--- src/rtl/mips_pipe_core.sv ---
// Five-stage MIPS32-subset integer core (IF/ID/EX/MEM/WB) with optional operand forwarding,
// load-use / interlock stalls, EX-resolved branch flush and a retired-instruction counter.
module mips_pipe_core #(
    parameter int unsigned XLEN       = 32,
    parameter int unsigned ADDR_W     = 10,
    parameter bit          FORWARD_EN = 1'b1
) (
    input  logic              clk,
    input  logic              rst_n,
    output logic [ADDR_W-1:0] imem_addr,
    input  logic [31:0]       imem_rdata,
    output logic [ADDR_W-1:0] dmem_addr,
    input  logic [XLEN-1:0]   dmem_rdata,
    output logic [XLEN-1:0]   dmem_wdata,
    output logic              dmem_we,
    output logic              halted,
    output logic [XLEN-1:0]   instret
);

    localparam logic [5:0] OpAdd   = 6'b000000;
    localparam logic [5:0] OpSub   = 6'b000001;
    localparam logic [5:0] OpAnd   = 6'b000010;
    localparam logic [5:0] OpOr    = 6'b000011;
    localparam logic [5:0] OpSlt   = 6'b000100;
    localparam logic [5:0] OpMul   = 6'b000101;
    localparam logic [5:0] OpLw    = 6'b001000;
    localparam logic [5:0] OpSw    = 6'b001001;
    localparam logic [5:0] OpAddi  = 6'b001010;
    localparam logic [5:0] OpSubi  = 6'b001011;
    localparam logic [5:0] OpSlti  = 6'b001100;
    localparam logic [5:0] OpBneqz = 6'b001101;
    localparam logic [5:0] OpBeqz  = 6'b001110;
    localparam logic [5:0] OpHlt   = 6'b111111;

    localparam logic [ADDR_W-1:0] PcOne   = {{(ADDR_W-1){1'b0}}, 1'b1};
    localparam logic [XLEN-1:0]   XlenOne = {{(XLEN-1){1'b0}}, 1'b1};

    // Architectural and pipeline state
    logic [ADDR_W-1:0] pc_q, pc_d;
    logic              stop_fetch_q, stop_fetch_d;
    logic              halted_q, halted_d;
    logic [XLEN-1:0]   instret_q, instret_d;
    logic [XLEN-1:0]   rf_q [32];
    logic [XLEN-1:0]   rf_d [32];

    logic              ifid_valid_q, ifid_valid_d;
    logic [31:0]       ifid_ir_q, ifid_ir_d;
    logic [ADDR_W-1:0] ifid_pc_q, ifid_pc_d;

    logic              idex_valid_q, idex_valid_d;
    logic [5:0]        idex_op_q, idex_op_d;
    logic [4:0]        idex_rs_q, idex_rs_d;
    logic [4:0]        idex_rt_q, idex_rt_d;
    logic [4:0]        idex_dest_q, idex_dest_d;
    logic              idex_we_q, idex_we_d;
    logic [XLEN-1:0]   idex_a_q, idex_a_d;
    logic [XLEN-1:0]   idex_b_q, idex_b_d;
    logic [XLEN-1:0]   idex_imm_q, idex_imm_d;
    logic [ADDR_W-1:0] idex_pc_q, idex_pc_d;

    logic              exmem_valid_q, exmem_valid_d;
    logic [5:0]        exmem_op_q, exmem_op_d;
    logic [4:0]        exmem_dest_q, exmem_dest_d;
    logic              exmem_we_q, exmem_we_d;
    logic [XLEN-1:0]   exmem_res_q, exmem_res_d;
    logic [XLEN-1:0]   exmem_sd_q, exmem_sd_d;

    logic              memwb_valid_q, memwb_valid_d;
    logic              memwb_hlt_q, memwb_hlt_d;
    logic [4:0]        memwb_dest_q, memwb_dest_d;
    logic              memwb_we_q, memwb_we_d;
    logic [XLEN-1:0]   memwb_res_q, memwb_res_d;

    // ID decode and hazard detection
    logic [5:0]      id_op;
    logic [4:0]      id_rs, id_rt, id_dest;
    logic [XLEN-1:0] id_imm, id_a, id_b;
    logic            id_is_rr, id_is_rm, id_is_br, id_is_hlt;
    logic            id_use_rs, id_use_rt, id_we;
    logic            hit_ex, hit_mem, stall, wb_wr;

    assign wb_wr = memwb_valid_q && memwb_we_q;

    always_comb begin
        id_op     = ifid_ir_q[31:26];
        id_rs     = ifid_ir_q[25:21];
        id_rt     = ifid_ir_q[20:16];
        id_imm    = {XLEN{ifid_ir_q[15]}};
        id_imm[15:0] = ifid_ir_q[15:0];
        id_is_rr  = (id_op[5:3] == 3'b000) && (id_op[2:0] <= 3'd5);
        id_is_rm  = (id_op == OpAddi) || (id_op == OpSubi) || (id_op == OpSlti);
        id_is_br  = (id_op == OpBneqz) || (id_op == OpBeqz);
        id_is_hlt = ifid_valid_q && (id_op == OpHlt);
        id_use_rs = id_is_rr || id_is_rm || id_is_br || (id_op == OpLw) || (id_op == OpSw);
        id_use_rt = id_is_rr || (id_op == OpSw);
        id_dest   = id_is_rr ? ifid_ir_q[15:11] : id_rt;
        // r0 destinations are dropped here so they can never match a forward or hazard
        id_we     = (id_is_rr || id_is_rm || (id_op == OpLw)) && (id_dest != 5'd0);

        id_a = rf_q[id_rs];
        if (wb_wr && (memwb_dest_q == id_rs)) id_a = memwb_res_q;
        id_b = rf_q[id_rt];
        if (wb_wr && (memwb_dest_q == id_rt)) id_b = memwb_res_q;

        hit_ex  = idex_valid_q && idex_we_q &&
                  ((id_use_rs && (id_rs == idex_dest_q)) || (id_use_rt && (id_rt == idex_dest_q)));
        hit_mem = exmem_valid_q && exmem_we_q &&
                  ((id_use_rs && (id_rs == exmem_dest_q)) || (id_use_rt && (id_rt == exmem_dest_q)));
        if (FORWARD_EN) stall = ifid_valid_q && hit_ex && (idex_op_q == OpLw);
        else            stall = ifid_valid_q && (hit_ex || hit_mem);
    end

    // EX: operand forwarding, ALU, branch resolution
    logic [XLEN-1:0]   ex_a, ex_b, ex_res;
    logic              ex_taken, fwd_mem_ok;
    logic [ADDR_W-1:0] ex_target;

    assign fwd_mem_ok = exmem_valid_q && exmem_we_q && (exmem_op_q != OpLw);

    always_comb begin
        ex_a = idex_a_q;
        ex_b = idex_b_q;
        if (FORWARD_EN) begin
            if (fwd_mem_ok && (exmem_dest_q == idex_rs_q))  ex_a = exmem_res_q;
            else if (wb_wr && (memwb_dest_q == idex_rs_q)) ex_a = memwb_res_q;
            if (fwd_mem_ok && (exmem_dest_q == idex_rt_q))  ex_b = exmem_res_q;
            else if (wb_wr && (memwb_dest_q == idex_rt_q)) ex_b = memwb_res_q;
        end

        ex_res = '0;
        case (idex_op_q)
            OpAdd:             ex_res = ex_a + ex_b;
            OpSub:             ex_res = ex_a - ex_b;
            OpAnd:             ex_res = ex_a & ex_b;
            OpOr:              ex_res = ex_a | ex_b;
            OpSlt:             ex_res[0] = $signed(ex_a) < $signed(ex_b);
            OpMul:             ex_res = ex_a * ex_b;
            OpAddi, OpLw, OpSw: ex_res = ex_a + idex_imm_q;
            OpSubi:            ex_res = ex_a - idex_imm_q;
            OpSlti:            ex_res[0] = $signed(ex_a) < $signed(idex_imm_q);
            default:           ex_res = '0;
        endcase

        ex_taken  = idex_valid_q && (((idex_op_q == OpBeqz) && (ex_a == '0)) ||
                                     ((idex_op_q == OpBneqz) && (ex_a != '0)));
        ex_target = idex_pc_q + PcOne + idex_imm_q[ADDR_W-1:0];
    end

    // MEM and external interfaces
    logic [XLEN-1:0] mem_res;

    assign mem_res    = (exmem_op_q == OpLw) ? dmem_rdata : exmem_res_q;
    assign imem_addr  = pc_q;
    assign dmem_addr  = exmem_res_q[ADDR_W-1:0];
    assign dmem_wdata = exmem_sd_q;
    assign dmem_we    = exmem_valid_q && (exmem_op_q == OpSw) && !halted_q;
    assign halted     = halted_q;
    assign instret    = instret_q;

    // Next-state; everything holds once halted
    always_comb begin
        pc_d = pc_q;  stop_fetch_d = stop_fetch_q;  halted_d = halted_q;  instret_d = instret_q;
        rf_d = rf_q;
        ifid_valid_d = ifid_valid_q;  ifid_ir_d = ifid_ir_q;  ifid_pc_d = ifid_pc_q;
        idex_valid_d = idex_valid_q;  idex_op_d = idex_op_q;  idex_rs_d = idex_rs_q;
        idex_rt_d = idex_rt_q;  idex_dest_d = idex_dest_q;  idex_we_d = idex_we_q;
        idex_a_d = idex_a_q;  idex_b_d = idex_b_q;  idex_imm_d = idex_imm_q;  idex_pc_d = idex_pc_q;
        exmem_valid_d = exmem_valid_q;  exmem_op_d = exmem_op_q;  exmem_dest_d = exmem_dest_q;
        exmem_we_d = exmem_we_q;  exmem_res_d = exmem_res_q;  exmem_sd_d = exmem_sd_q;
        memwb_valid_d = memwb_valid_q;  memwb_hlt_d = memwb_hlt_q;  memwb_dest_d = memwb_dest_q;
        memwb_we_d = memwb_we_q;  memwb_res_d = memwb_res_q;

        if (!halted_q) begin
            if (memwb_valid_q) begin
                if (memwb_hlt_q) halted_d = 1'b1;
                else             instret_d = instret_q + XlenOne;
            end
            if (wb_wr) rf_d[memwb_dest_q] = memwb_res_q;

            memwb_valid_d = exmem_valid_q;
            memwb_hlt_d   = exmem_op_q == OpHlt;
            memwb_dest_d  = exmem_dest_q;
            memwb_we_d    = exmem_we_q;
            memwb_res_d   = mem_res;

            exmem_valid_d = idex_valid_q;
            exmem_op_d    = idex_op_q;
            exmem_dest_d  = idex_dest_q;
            exmem_we_d    = idex_we_q;
            exmem_res_d   = ex_res;
            exmem_sd_d    = ex_b;

            idex_valid_d = ifid_valid_q && !stall && !ex_taken;
            idex_op_d    = id_op;
            idex_rs_d    = id_rs;
            idex_rt_d    = id_rt;
            idex_dest_d  = id_dest;
            idex_we_d    = id_we;
            idex_a_d     = id_a;
            idex_b_d     = id_b;
            idex_imm_d   = id_imm;
            idex_pc_d    = ifid_pc_q;

            // A taken branch wins over both stall and a younger HLT
            if (ex_taken) begin
                pc_d         = ex_target;
                ifid_valid_d = 1'b0;
            end else if (!stall) begin
                if (id_is_hlt || stop_fetch_q) begin
                    stop_fetch_d = 1'b1;
                    ifid_valid_d = 1'b0;
                end else begin
                    pc_d         = pc_q + PcOne;
                    ifid_valid_d = 1'b1;
                    ifid_ir_d    = imem_rdata;
                    ifid_pc_d    = pc_q;
                end
            end
        end
    end

    always_ff @(posedge clk or negedge rst_n) begin
        if (!rst_n) begin
            pc_q <= '0;  stop_fetch_q <= 1'b0;  halted_q <= 1'b0;  instret_q <= '0;
            for (int i = 0; i < 32; i++) rf_q[i] <= '0;
            ifid_valid_q <= 1'b0;  ifid_ir_q <= '0;  ifid_pc_q <= '0;
            idex_valid_q <= 1'b0;  idex_op_q <= '0;  idex_rs_q <= '0;  idex_rt_q <= '0;
            idex_dest_q <= '0;  idex_we_q <= 1'b0;  idex_a_q <= '0;  idex_b_q <= '0;
            idex_imm_q <= '0;  idex_pc_q <= '0;
            exmem_valid_q <= 1'b0;  exmem_op_q <= '0;  exmem_dest_q <= '0;  exmem_we_q <= 1'b0;
            exmem_res_q <= '0;  exmem_sd_q <= '0;
            memwb_valid_q <= 1'b0;  memwb_hlt_q <= 1'b0;  memwb_dest_q <= '0;
            memwb_we_q <= 1'b0;  memwb_res_q <= '0;
        end else begin
            pc_q <= pc_d;  stop_fetch_q <= stop_fetch_d;  halted_q <= halted_d;
            instret_q <= instret_d;
            for (int i = 0; i < 32; i++) rf_q[i] <= rf_d[i];
            ifid_valid_q <= ifid_valid_d;  ifid_ir_q <= ifid_ir_d;  ifid_pc_q <= ifid_pc_d;
            idex_valid_q <= idex_valid_d;  idex_op_q <= idex_op_d;  idex_rs_q <= idex_rs_d;
            idex_rt_q <= idex_rt_d;  idex_dest_q <= idex_dest_d;  idex_we_q <= idex_we_d;
            idex_a_q <= idex_a_d;  idex_b_q <= idex_b_d;  idex_imm_q <= idex_imm_d;
            idex_pc_q <= idex_pc_d;
            exmem_valid_q <= exmem_valid_d;  exmem_op_q <= exmem_op_d;
            exmem_dest_q <= exmem_dest_d;  exmem_we_q <= exmem_we_d;
            exmem_res_q <= exmem_res_d;  exmem_sd_q <= exmem_sd_d;
            memwb_valid_q <= memwb_valid_d;  memwb_hlt_q <= memwb_hlt_d;
            memwb_dest_q <= memwb_dest_d;  memwb_we_q <= memwb_we_d;  memwb_res_q <= memwb_res_d;
        end
    end

endmodule

--- config.mk ---
export PLATFORM = sky130hd
export DESIGN_NAME = mips_pipe_core
export DESIGN_NICKNAME = d
export VERILOG_FILES = /design/src/rtl/mips_pipe_core.sv
export SDC_FILE = /design/constraint.sdc
export NUM_CORES = 2
export LEC_CHECK = 0
export CAP_MARGIN = 20
export CORE_ASPECT_RATIO = 1.25
export CORE_MARGIN = 5
export CORE_UTILIZATION = 35
export DETAILED_ROUTE_END_ITERATION = 8
export DONT_BUFFER_PORTS = 1
export HOLD_SLACK_MARGIN = 0.06
export SYNTH_ARGS = -nofsm -noshare
export SYNTH_HDL_FRONTEND = slang
export SYNTH_SLANG_ARGS = --single-unit
--- constraint.sdc ---
create_clock -name clk -period 14.3 [get_ports clk]
set_clock_uncertainty 0.2 [all_clocks]
set_input_delay 2.86 -clock clk [delete_from_list [all_inputs] [get_ports clk]]
set_output_delay 2.86 -clock clk [all_outputs]
set_load 0.03 [all_outputs]
Word level (Yosys, flattened, before mapping)
Index checks and enable logic that the tools add are counted.
{ "totals": {"regBits": 1341, "rom_bits": 0, "memories": 0, "latchBits": 0, "ram_bits": 0} }
{ "op_classes": {"div_mod_pow": 0, "n_eq_ne": 34, "muxes": 28, "magnitude_cmp": 7, "multipliers": 1, "add_sub_neg": 8, "n_bitwise": 10, "n_shift": 0, "n_reduce_logical": 53} }
{ "ops": {"columns": ["operator", "count"], "rows": [
  ["1024-bit bitwise mux", 1],
  ["32-bit 2-to-1 mux", 12],
  ["32-bit binary-select mux with 5-bit select", 2],
  ["31-bit one-hot mux with 7 select lines", 1],
  ["32-bit demux with 5-bit select", 1],
  ["6-bit by 4-bit equality test with 1-bit output (second input constant)", 16],
  ["32-bit adder", 2],
  ["32-bit subtractor", 2],
  ["5-bit equality test", 8],
  ["32-bit by 1-bit adder with 32-bit output (second input constant)", 1],
  ["32-bit AND", 1],
  ["32-bit zero test", 1],
  ["32-bit by 16-bit < comparator with 1-bit output", 1],
  ["32-bit < comparator", 1],
  ["32-bit by 32-bit multiplier with 32-bit output", 1],
  ["32-bit OR", 1],
  ["32-bit nonzero test", 1],
  ["10-bit 2-to-1 mux", 3],
  ["1-bit logical AND", 26],
  ["10-bit by 1-bit adder with 10-bit output (second input constant)", 2],
  ["6-bit greater-or-equal comparator (second input constant)", 3],
  ["5-bit NOT with 6-bit output", 3],
  ["6-bit by 2-bit equality test with 1-bit output (second input constant)", 2],
  ["6-bit by 3-bit equality test with 1-bit output (second input constant)", 2],
  ["other kinds (21)", 47]
]} }

Depth between registers and ports, before layout
{ "logic_depth": {"word_depth": 15, "depth_mapped": 39} }

Least setup slack after synthesis
Ideal clock, no wire load.
{ "synth_timing": {"kind": "register -> register", "from": "register exmem_op_q[5]", "to": "register exmem_res_q[31]", "period_less_slack_ns": 9.251, "t_required_ns": 14.018, "path_stages_with_launch": 38, "t_arrival_ns": 8.969, "slack_ns": 5.049, "cell_sequence": "dfrtp_1 -> or4_4 -> o211ai_2 -> or2_1 -> buf_6 -> buf_6 -> buf_6 -> buf_6 -> nor2_1 -> a21oi_1 -> clkbuf_1 -> inv_2 -> nor2_1 -> fa_1 -> fa_1 -> fa_1 -> inv_1 -> fa_1 -> [2 not listed] -> inv_1 -> fa_1 -> inv_1 -> fa_1 -> fa_1 -> ha_1 -> clkbuf_1 -> nand3_1 -> nor3_1 -> a221o_1 -> nand3_1 -> o311ai_0 -> a21o_1 -> a21oi_1 -> o21ai_0 -> xnor2_1 -> nand2_1 -> a31oi_1"} }
{ "synth_via": {"elab_chain_cells": 6, "word_cells_on_any_way": 14, "cone_classes": "4 x add/sub; 1 x mul; 1 x eq/ne; 3 x mux; 2 x bitwise; 3 x reduce/logical"} }
{ "synth_rtl": {"columns": ["element", "line", "rtl"], "rows": [
  ["start, declared", "62", "logic [5:0] exmem_op_q, exmem_op_d;"],
  ["start signal, assigned", "243", "exmem_valid_q <= exmem_valid_d; exmem_op_q <= exmem_op_d;"],
  ["6-bit by 4-bit inequality test with 1-bit output (*)", "118", "assign fwd_mem_ok = exmem_valid_q && exmem_we_q && (exmem_op_q != OpLw);"],
  ["1-bit logical AND (*)", "118", null],
  ["1-bit logical AND, on equally long branches", "124, 126", null],
  ["32-bit 2-to-1 mux, on equally long branches", "124, 126", null],
  ["32-bit by 32-bit multiplier with 32-bit output (tied with other cells)", "137", "OpMul: ex_res = ex_a * ex_b;"],
  ["31-bit one-hot mux with 7 select lines (*)", "131", "case (idex_op_q)"],
  ["end signal, assigned", "245", "exmem_res_q <= exmem_res_d; exmem_sd_q <= exmem_sd_d;"],
  ["end, declared", "65", "logic [XLEN-1:0] exmem_res_q, exmem_res_d;"]
]} }
Mark *: on every way between the ends. The rest lies on a longest branch, timed or not.
A chain may end at the register's enable or synchronous reset.

Final worst setup path
{ "layout_timing": {"from": "register exmem_op_q[5]", "to": "register exmem_res_q[31]"} }
{ "layout_via": {"elab_chain_cells": 6, "word_cells_on_any_way": 14, "cone_classes": "4 x add/sub; 1 x mul; 1 x eq/ne; 3 x mux; 2 x bitwise; 3 x reduce/logical"} }
{ "layout_rtl": {"columns": ["element", "line", "rtl"], "rows": [
  ["6-bit by 4-bit inequality test with 1-bit output (*)", "118", null],
  ["1-bit logical AND (*)", "118", null],
  ["1-bit logical AND (*)", "126", "if (fwd_mem_ok && (exmem_dest_q == idex_rt_q)) ex_b = exmem_res_q;"],
  ["32-bit 2-to-1 mux (*)", "126", null],
  ["named net ex_b[4]", "114", "logic [XLEN-1:0] ex_a, ex_b, ex_res;"],
  ["32-bit by 32-bit multiplier with 32-bit output (tied with other cells)", "137", null],
  ["31-bit one-hot mux with 7 select lines (*)", "131", null]
]} }
Mark *: on every way through the listed nets, which the timed path passes. The rest lies on a longest branch.

==> results.ini <==
[synthesis]
synth.most_common_cell = dfrtp_1
synth_top_cell_area_share_pct = 36.4
synthCells = 7620
synth_nets = 8392
synth_area_per_cell_um2 = 12.1
async_flop_share_pct = 100
synth_edf_count = 0
ys_ff_latch = 1341
synth_seq_area_share_pct = 36.4
synth_top_area_cell = dfrtp_1
netlist-cell-type-count = 86
synth_ff_type = dfrtp_1
netlist_area_um2 = 92100
yosys_warnings = 0
synth_top_cells_by_count = dfrtp_1, mux2_2, mux4_2
ys_top_cells_by_area = dfrtp_1, mux4_2, mux2_2

[placed_design]
dp_slack_ns = 3.18
port_buffers = 0
place.gp.congestion = 0.972
hpwl_um = 213000

[sta]
fin_ws_ns = 3.00
max_freq_mhz = 88.5
slew_headroom_pct = 16.2
period_minus_slack_ns = 11.30
fin_crit_sh_pct = 79.0
final_hold_viol_count = 0
setup_viol = 0
rsz0062_at_grt = no
setup_tns_ns = 0
tightestPinTransition_ns = 1.24
final_max_slew_viol_count = 0

[power]
p_leak_nw = 46.3
ir_drop_uv = 136
power_density_nw_per_um2 = 118

[die]
die_area_um2 = 274000
initial_core_util_pct = 35.2
die_h_um = 584
num_io_pins = 152
design.core.area_um2 = 262000
fp-row-count = 210
die_w_um = 469

[clock_tree]
clock-sinks = 1341
cts-buffers-inserted = 153
path_clk_slew_ns = 0.06
cts_tree = built
post_cts_buffers = 0
cts_hold_buf = 0
clockBufferDepth = 4
cts_htree_levels = 4
post_cts_resize_count = 0
cts_root_buf = clkbuf_16
clk_latency_ns = 0.83

[cells_and_area]
fin_nets = 8114
synthToLayoutAreaGrowth_pct = 9.67
drive_gt1_share_pct = 31.4
n_fill_cell = 24900

[worst_setup_path]
worst_path_most_repeated_cell = fa_1
critical-path-top-delay-family = adder cells
end_kind = register
r2r_start = exmem_op_q[5]
critPathLaunchType = register
cp_max_fo = 26
reg2regPathDepth = 32
path_buf_inv = 7
rrSetupSlack_ns = 3.00
critPathMaxStageDelay_ns = 1.08
worstSetupPathType = register to register
slowest_stage = o311ai_0
crit_arrival_ns = 11.81
reg2reg_to = exmem_res_q[31]
required_ns = 14.81

[min_path]
hold_path.class = register to register
hold-path-endpoint = stop_fetch_q
min_delay_path_depth = 1
hp-start = stop_fetch_q

[global_route]
grt_pass1_vias = 67200
gr-total-overflow = 0
antenna_found_initial = 26
grt_pass1_wl_um = 470000
grt_max_degree = 222
gr-usage-all-layers_pct = 23.1

[drt]
drt-pass1-iter-count = 8
route.antenna.remaining_nets = 0
drc_errors = 0
drt-wirelength-per-cell_um = 29.2
routed_wirelength_um = 320000
vias = 63900
drt_iter0_drc = 5433
drt-vias-per-instance = 5.83

[outcome]
status = finished clean

[flow_run]
drv_cap = 0

## layout make-up
cell class                 count  area [um2]  share of cell area, %
tap                         3498        4380                   4.33
timing repair buffer         196        1630                   1.61
antenna                       11        27.5                 0.0272
clock inverter                61         668                  0.661
clock buffer                 206        4380                   4.34
sequential                  1341       33600                   33.3
inverter                     549        2060                   2.04
multi-input combinational   5101       54300                   53.7
## worst reg2reg max path: cells and delay by family (launching register included)
kind | cells | cell delay (ns)
adder cells (fa/ha/maj) | 9 | 4.42
XOR/XNOR | 1 | 0.15
buffers and inverters | 7 | 1.47
AND/OR/NAND/NOR | 7 | 1.81
flip-flops | 1 | 0.40
AO/OA/AOI/OAI | 8 | 2.80
## power breakdown
group          total, mW  switching, mW  internal (mW)
registers           4.54          0.555           3.98
logic               3.36           2.05           1.31
clock network       4.04           1.68           2.37
## flip-flops by register name, summed over array words and instances, names as in the netlist, 6 cells and up
signal       flops
rf_q          1024
dmem_wdata      32
exmem_res_q     32
idex_a_q        32
idex_b_q        32
ifid_ir_q       32
instret         32
memwb_res_q     32
idex_imm_q      16
idex_pc_q       10
ifid_pc_q       10
imem_addr       10
exmem_op_q       6
idex_op_q        6
## routing by layer
layer | vias to the layer above | part of all wire (%) | global-route usage (%)
met5 | - | 0.039 | 0
met4 | 20 | 7.1 | 13.5
met3 | 953 | 6.6 | 4.05
met2 | 2622 | 49 | 39.2
met1 | 33700 | 37 | 27.5
li1 | 26600 | - | -
## kinds of logic after synthesis
logic type      share of synthesized area, %
compound gates                          6.24
simple gates                            6.35
xor+xnor                                2.10
mux                                     31.0
flops                                   36.4
fa+ha+maj                               13.0
buf+inv                                 4.97
## through the flow
stage                     instances  power [mW]  hold slack [ns]  utilization, %  cell area, um2
after floorplan                7620        6.76            0.244               -           92100
after global placement        10700        7.97            0.259            36.6           95900
after detailed placement      10700        7.98            0.272            36.6           95900
after CTS                     11000        12.0            0.288            38.6          101000
after global routing          11000        12.4            0.314            38.6          101000
final                         11000        11.9            0.285            38.6          101000
## worst max path at each step
stage	cells after the start	from	endpoint
2_1_floorplan	37	exmem_op_q[5]	exmem_res_q[31]
4_1_cts	32	exmem_op_q[5]	exmem_res_q[31]
3_3_place_gp	30	exmem_op_q[5]	exmem_res_q[30]
5_1_grt	32	exmem_op_q[5]	exmem_res_q[31]
3_5_place_dp	32	exmem_op_q[5]	exmem_res_q[31]
6_report	32	exmem_op_q[5]	exmem_res_q[31]
## layout by cell type (no fill, tap or decap), drive strengths merged, types with 14 or more instances in the layout
master  Yosys  layout
dfrtp    1341    1341
mux2     1126    1126
mux4      640     640
nand2     609     609
inv       537     544
nor2      465     465
fa        413     413
o21ai     350     350
ha        293     293
clkbuf    465     206
buf       164     196
a21oi     195     195
xnor2     158     158
mux2i     130     130
nand3      71      71
nor3       50      50
a21o       48      48
clkinv     12      48
xor2       45      45
a31oi      43      43
o21bai     35      35
a221oi     30      30
nor4       28      28
o221ai     26      26
nor2b      26      26
nand4      25      25
a31o       20      20
a211oi     20      20
nand2b     19      19
o22ai      18      18
and3       17      17
a221o      17      17
or2        14      14
Note: power is estimated with default switching activity, not from simulation.
